$ cat config.mk
export PLATFORM = sky130hd
export DESIGN_NAME = seven_seg_scan_controller
export DESIGN_NICKNAME = d
export VERILOG_FILES = /design/src/rtl/seven_seg_scan_controller.sv
export SDC_FILE = /design/constraint.sdc
export NUM_CORES = 1
export LEC_CHECK = 0
export BUFFER_PORTS_ARGS = -buffer_cell sky130_fd_sc_hd__buf_2
export CORE_MARGIN = 1
export CORE_UTILIZATION = 55
export CTS_CLUSTER_DIAMETER = 40
export DETAILED_ROUTE_END_ITERATION = 10
export PLACE_DENSITY = 0.81
export SLEW_MARGIN = 20
export SYNTH_ARGS = -nofsm -noshare
export SYNTH_HDL_FRONTEND = slang
export SYNTH_SLANG_ARGS = --single-unit
export TNS_END_PERCENT = 100
$ cat constraint.sdc
create_clock -name clock -period 3.3 [get_ports clock]
set_input_delay 0.165 -clock clock [delete_from_list [all_inputs] [get_ports clock]]
set_output_delay 0.165 -clock clock [all_outputs]
set_load 0.01 [all_outputs]
$ cat src/rtl/seven_seg_scan_controller.sv
// Multiplexed 7-segment scan controller: one shared hex decoder, one-hot digit drive, tear-free frame commits.
// Optional macro SEVEN_SEG_SCAN_BRIGHTNESS_EN adds a brightness input that shortens each digit's on-time.
//
// state | meaning
// IDLE  | scanning stopped, all drive low, counters held at zero
// BLANK | guard cycles at slot start, digit and segments off
// ON    | selected digit lit with the registered decoder pattern
module seven_seg_scan_controller #(
    parameter int NUM_DIGITS   = 6,
    parameter int SCAN_DIV     = 50000,
    parameter int BLANK_CYCLES = 16
) (
    input  logic                    clock,
    input  logic                    reset,
    input  logic                    enable,
    input  logic [4*NUM_DIGITS-1:0] value_in,
    input  logic                    load_valid,
    output logic                    load_ready,
    output logic [3:0]              hex_out,
    input  logic [6:0]              seg_in,
    output logic [6:0]              seg_out,
    output logic [NUM_DIGITS-1:0]   digit_sel,
    output logic                    frame_done
`ifdef SEVEN_SEG_SCAN_BRIGHTNESS_EN
    ,
    input  logic [3:0]              brightness
`endif
);

    localparam int CNT_W = $clog2(SCAN_DIV);
    localparam int IDX_W = $clog2(NUM_DIGITS);
    localparam logic [CNT_W-1:0] SLOT_LAST  = CNT_W'(SCAN_DIV - 1);
    localparam logic [CNT_W-1:0] BLANK_LAST = CNT_W'(BLANK_CYCLES - 1);
    localparam logic [IDX_W-1:0] IDX_LAST   = IDX_W'(NUM_DIGITS - 1);

    typedef enum logic [1:0] {IDLE, BLANK, ON} state_t;

    state_t                  state_q, state_d;
    logic [CNT_W-1:0]        cnt_q, cnt_d;
    logic [IDX_W-1:0]        idx_q, idx_d;
    logic [4*NUM_DIGITS-1:0] disp_q, disp_d;
    logic [4*NUM_DIGITS-1:0] shadow_q, shadow_d;
    logic                    pend_q, pend_d;
    logic [3:0]              hex_d;
    logic [6:0]              seg_d;
    logic [NUM_DIGITS-1:0]   sel_d;
    logic                    done_d;

    logic xfer;
    logic slot_last;
    logic idx_last;
    logic commit_edge;
    logic dim_first;
    logic dim_on;

    function automatic logic [NUM_DIGITS-1:0] one_hot(input logic [IDX_W-1:0] i);
        return NUM_DIGITS'(1) << i;
    endfunction

    assign load_ready  = !pend_q;
    assign xfer        = load_valid && !pend_q;
    assign slot_last   = (cnt_q == SLOT_LAST);
    assign idx_last    = (idx_q == IDX_LAST);
    // Display may only change where no partially shown frame can be torn.
    assign commit_edge = !enable || ((state_q == ON) && slot_last && idx_last);

`ifdef SEVEN_SEG_SCAN_BRIGHTNESS_EN
    logic [3:0] bright_q;
    logic       blank_entry;
    int         on_limit;
    int         on_next;

    assign blank_entry = (state_d == BLANK) && (state_q != BLANK);

    always_comb begin
        on_limit = ((SCAN_DIV - BLANK_CYCLES) * (int'(bright_q) + 1)) >> 4;
        on_next  = int'(cnt_q) + 1 - BLANK_CYCLES;
    end

    assign dim_first = (on_limit <= 0);
    assign dim_on    = (on_next >= on_limit);

    always_ff @(posedge clock or negedge reset) begin
        if (!reset) begin
            bright_q <= '0;
        end else if (blank_entry) begin
            bright_q <= brightness;
        end
    end
`else
    assign dim_first = 1'b0;
    assign dim_on    = 1'b0;
`endif

    always_comb begin
        state_d  = state_q;
        cnt_d    = cnt_q;
        idx_d    = idx_q;
        disp_d   = disp_q;
        shadow_d = shadow_q;
        pend_d   = pend_q;
        hex_d    = hex_out;
        seg_d    = seg_out;
        sel_d    = digit_sel;
        done_d   = 1'b0;

        if (xfer) begin
            if (commit_edge || (state_q == IDLE)) begin
                disp_d = value_in;
            end else begin
                shadow_d = value_in;
                pend_d   = 1'b1;
            end
        end else if (commit_edge && pend_q) begin
            disp_d = shadow_q;
        end
        if (commit_edge) begin
            pend_d = 1'b0;
        end

        if (!enable) begin
            state_d = IDLE;
            cnt_d   = '0;
            idx_d   = '0;
            hex_d   = '0;
            seg_d   = '0;
            sel_d   = '0;
        end else begin
            unique case (state_q)
                IDLE: begin
                    state_d = BLANK;
                    cnt_d   = '0;
                    idx_d   = '0;
                    hex_d   = disp_d[3:0];
                    seg_d   = '0;
                    sel_d   = '0;
                end
                BLANK: begin
                    cnt_d = cnt_q + 1'b1;
                    seg_d = '0;
                    sel_d = '0;
                    if (cnt_q == BLANK_LAST) begin
                        state_d = ON;
                        if (!dim_first) begin
                            sel_d = one_hot(idx_q);
                            seg_d = seg_in;
                        end
                    end
                end
                ON: begin
                    seg_d = '0;
                    sel_d = '0;
                    if (slot_last) begin
                        state_d = BLANK;
                        cnt_d   = '0;
                        idx_d   = idx_last ? '0 : idx_q + 1'b1;
                        done_d  = idx_last;
                        hex_d   = disp_d[4*idx_d +: 4];
                    end else begin
                        cnt_d = cnt_q + 1'b1;
                        if (!dim_on) begin
                            sel_d = one_hot(idx_q);
                            seg_d = seg_in;
                        end
                    end
                end
                default: begin
                    state_d = IDLE;
                    cnt_d   = '0;
                    idx_d   = '0;
                    hex_d   = '0;
                    seg_d   = '0;
                    sel_d   = '0;
                end
            endcase
        end
    end

    always_ff @(posedge clock or negedge reset) begin
        if (!reset) begin
            state_q    <= IDLE;
            cnt_q      <= '0;
            idx_q      <= '0;
            disp_q     <= '0;
            shadow_q   <= '0;
            pend_q     <= 1'b0;
            hex_out    <= '0;
            seg_out    <= '0;
            digit_sel  <= '0;
            frame_done <= 1'b0;
        end else begin
            state_q    <= state_d;
            cnt_q      <= cnt_d;
            idx_q      <= idx_d;
            disp_q     <= disp_d;
            shadow_q   <= shadow_d;
            pend_q     <= pend_d;
            hex_out    <= hex_d;
            seg_out    <= seg_d;
            digit_sel  <= sel_d;
            frame_done <= done_d;
        end
    end

endmodule
==> results by group <==
Run status
  • Outcome: finished clean

Synthesis
  • Post-synth cell types: 57
  • Mapped Nets: 441
  • Seq/Total Area, Yosys: 0.518
  • Avg Synthesized Cell Area: 10.6 sq um
  • Number of flops mapped to enable cells by yosys: 0
  • Synth Register Bits: 88
  • YS warnings: 0
  • Main synth FF type: dfrtp_1
  • Cells after synthesis: 400
  • Synthesized area: 4250 sq um
  • Asr flop ratio synth: 1.00

Routing
  • Post-DR wirelength/cell: 17.0 um
  • Antenna viol nets, final: 0
  • Drt via density: 5.93
  • DRT Pass-1 Iters: 5
  • Residual DRC: 0
  • DR iter-0 viols: 291
  • Post-Route WL: 9510 um
  • Via Count: 3327

Timing
  • Clock Skew: 0.0121 ns
  • Setup tns final: 0 ns
  • RSZ-0062 raised after global routing: false
  • Max-slew headroom: 0.376
  • Final worst setup slack: 0.192 ns
  • Smallest hold slack: 0.0130 ns
  • Worst-Margin Slew: 0.936 ns
  • Final setup viols: 0
  • Max Slew Vio Count: 0
  • Fin crit period: 3.11 ns
  • Fin crit share: 0.942
  • Final hold vios: 0
  • FMAX: 0.322 GHz

Pwr
  • Leakage dissipation: 2.17 nW
  • Max VDD drop: 0.000485 V
  • Power density cells: 722 nW/um^2

Floorplanning
  • Area of the core: 7370 sq um
  • Die height: 89.9 um
  • Die Wd: 89.9 um
  • Die ar.: 8080 sq um
  • Row cnt: 31
  • I/O Pins: 54
  • Initial Util: 0.577

Worst setup path
  • Crit path DAT: 3.40 ns
  • Critical path type: reg2reg
  • Req. time, crit path: 3.59 ns
  • Crit path max fanout: 14
  • Crit. End Element: register
  • CP Launch Type: register

CTS
  • Root buffer cell: clkbuf_8
  • TritonCTS buffer count: 9
  • Longest Clk Path Bufs: 2
  • Number of H-tree levels: 3
  • Post_cts resized: 0
  • Clk_lat worst skew: 0.36 ns
  • Sink Count: 88
  • Register clock-pin slew on the reported worst setup and hold paths: 0.09 ns
  • CTS tree: done

Final layout
  • Share of layout cells above drive strength 1: 0.264
  • Highest-count cells in the layout ignoring fill and taps: dfrtp_1, nor2_1, buf_2
  • Nets: 498
  • Commonest non-fill, non-tap cell in the layout: dfrtp_1
  • Layout Area Growth over Synthesis: 12.5%
  • # diodes: 0

GRT
  • Total GRT Usage: 0.251
  • Initial antenna violation count: 0
  • Number of global-route vias before repair: 3275
  • Largest net degree at the start of global routing: 38
  • Remaining Overflow, GRT: 0
  • Global-route wire length before repair: 15900 um

Place
  • DP Wirelength: 6810 um
  • Number of I/O port buffers: 53
  • Final Wtd Congestion: 0.914
  • Pre-CTS setup slack: 0.224 ns

Job
  • Max cap viols: 0

Hold path
  • Worst hold-check path type: in2reg
[worst max-delay path, stage by stage, from the launching register on]
cell and delay [ns]:
dfrtp_1 0.45, or4_1 0.56, or4_1 0.68, a21oi_4 0.45, buf_4 0.29, o21ai_1 0.09, a221oi_1 0.22, o221ai_1 0.16
a21oi_1 0.15
[registers in the layout, summed over array words and instances, names as in the netlist]
register    cells
shadow_q       24
cnt_q          16
digit_sel       6
frame_done      1
idx_q           3
state_q         2
pend_q          1
disp_q         24
hex_out         4
seg_out         7
[layout make-up]
class | count | area (sq um)
Inverter | 9 | 33.8
Tap cell | 99 | 124
Clock buffer | 10 | 138
Clock inverter | 6 | 43.8
Multi-Input combinational cell | 284 | 1880
Timing Repair Buffer | 65 | 360
Sequential cell | 88 | 2200
Fill cell | 602 | 2590
[final timing paths]
path	to	cells past startpoint	slack, ns	start
max	hex_out[1]$_DFFE_PN0P_	8	0.19	cnt_q[4]$_DFF_PN0_
min	seg_out[0]$_DFF_PN0_	2	0.01	seg_in[0]
max reg2reg	hex_out[1]$_DFFE_PN0P_	8	0.19	cnt_q[4]$_DFF_PN0_
min reg2reg	cnt_q[0]$_DFF_PN0_	1	0.47	cnt_q[0]$_DFF_PN0_
max in group asynchronous	disp_q[6]$_DFF_PN0_	3	2.34	reset
min in group asynchronous	cnt_q[8]$_DFF_PN0_	2	0.21	reset
[metal layers]
metal / part of all wire / GRT usage / vias up
met5: 0 / 0 / -
met4: 0.019 / 0.0806 / 0
met3: 0.072 / 0.0660 / 22
met2: 0.48 / 0.410 / 125
met1: 0.43 / 0.328 / 1624
li1: - / - / 1556
[report_power, final]
group          internal, W  total, W  switching, W
logic             0.000510   0.00117      0.000665
registers          0.00142   0.00160      0.000180
clock network     0.000296  0.000680      0.000384
total              0.00222   0.00345       0.00123
[stage by stage]
stage | util | total power (W) | instance area [sq um] | instances
final | 0.649 | 0.00345 | 4780 | 561
after global routing | 0.649 | 0.00366 | 4780 | 561
after CTS | 0.649 | 0.00346 | 4780 | 561
after detailed placement | 0.623 | 0.00278 | 4590 | 544
after global placement | 0.623 | 0.00271 | 4590 | 544
after floorplan | - | 0.00245 | 4250 | 400
[logic make-up after synthesis]
group                      after synthesis  share of synthesized area
AOI/OAI and AO/OA                       78                      0.146
xor gates and xnor gates                14                     0.0288
adders and majority gates                6                     0.0177
buffers and inverters                   28                     0.0391
DFF                                     88                      0.518
muxes                                   26                     0.0686
and+or+nand+nor                        160                      0.182
[timing repair]
action | CTS | global route
hold buffers | 1 | 0
setup buffers | 0 | 0
endpoints found under the setup margin | 0 | 0
endpoints found under the hold margin | 21 | 0
[cell usage after synthesis, types with 7 or more instances]
cell type / count / share of area
o32ai_1: 14 / 0.029
and3_1: 7 / 0.010
mux2_2: 25 / 0.066
nor3_1: 15 / 0.018
nor2_1: 74 / 0.065
dfrtp_1: 88 / 0.52
o21ai_0: 7 / 0.0082
a21oi_1: 8 / 0.0094
nor4_1: 7 / 0.010
nand2_1: 14 / 0.012
inv_1: 9 / 0.0079
xor2_1: 7 / 0.014
nand3_1: 11 / 0.013
xnor2_1: 7 / 0.014
clkbuf_1: 7 / 0.0062
and2_1: 10 / 0.015
Power figures use the tool's default switching activity.
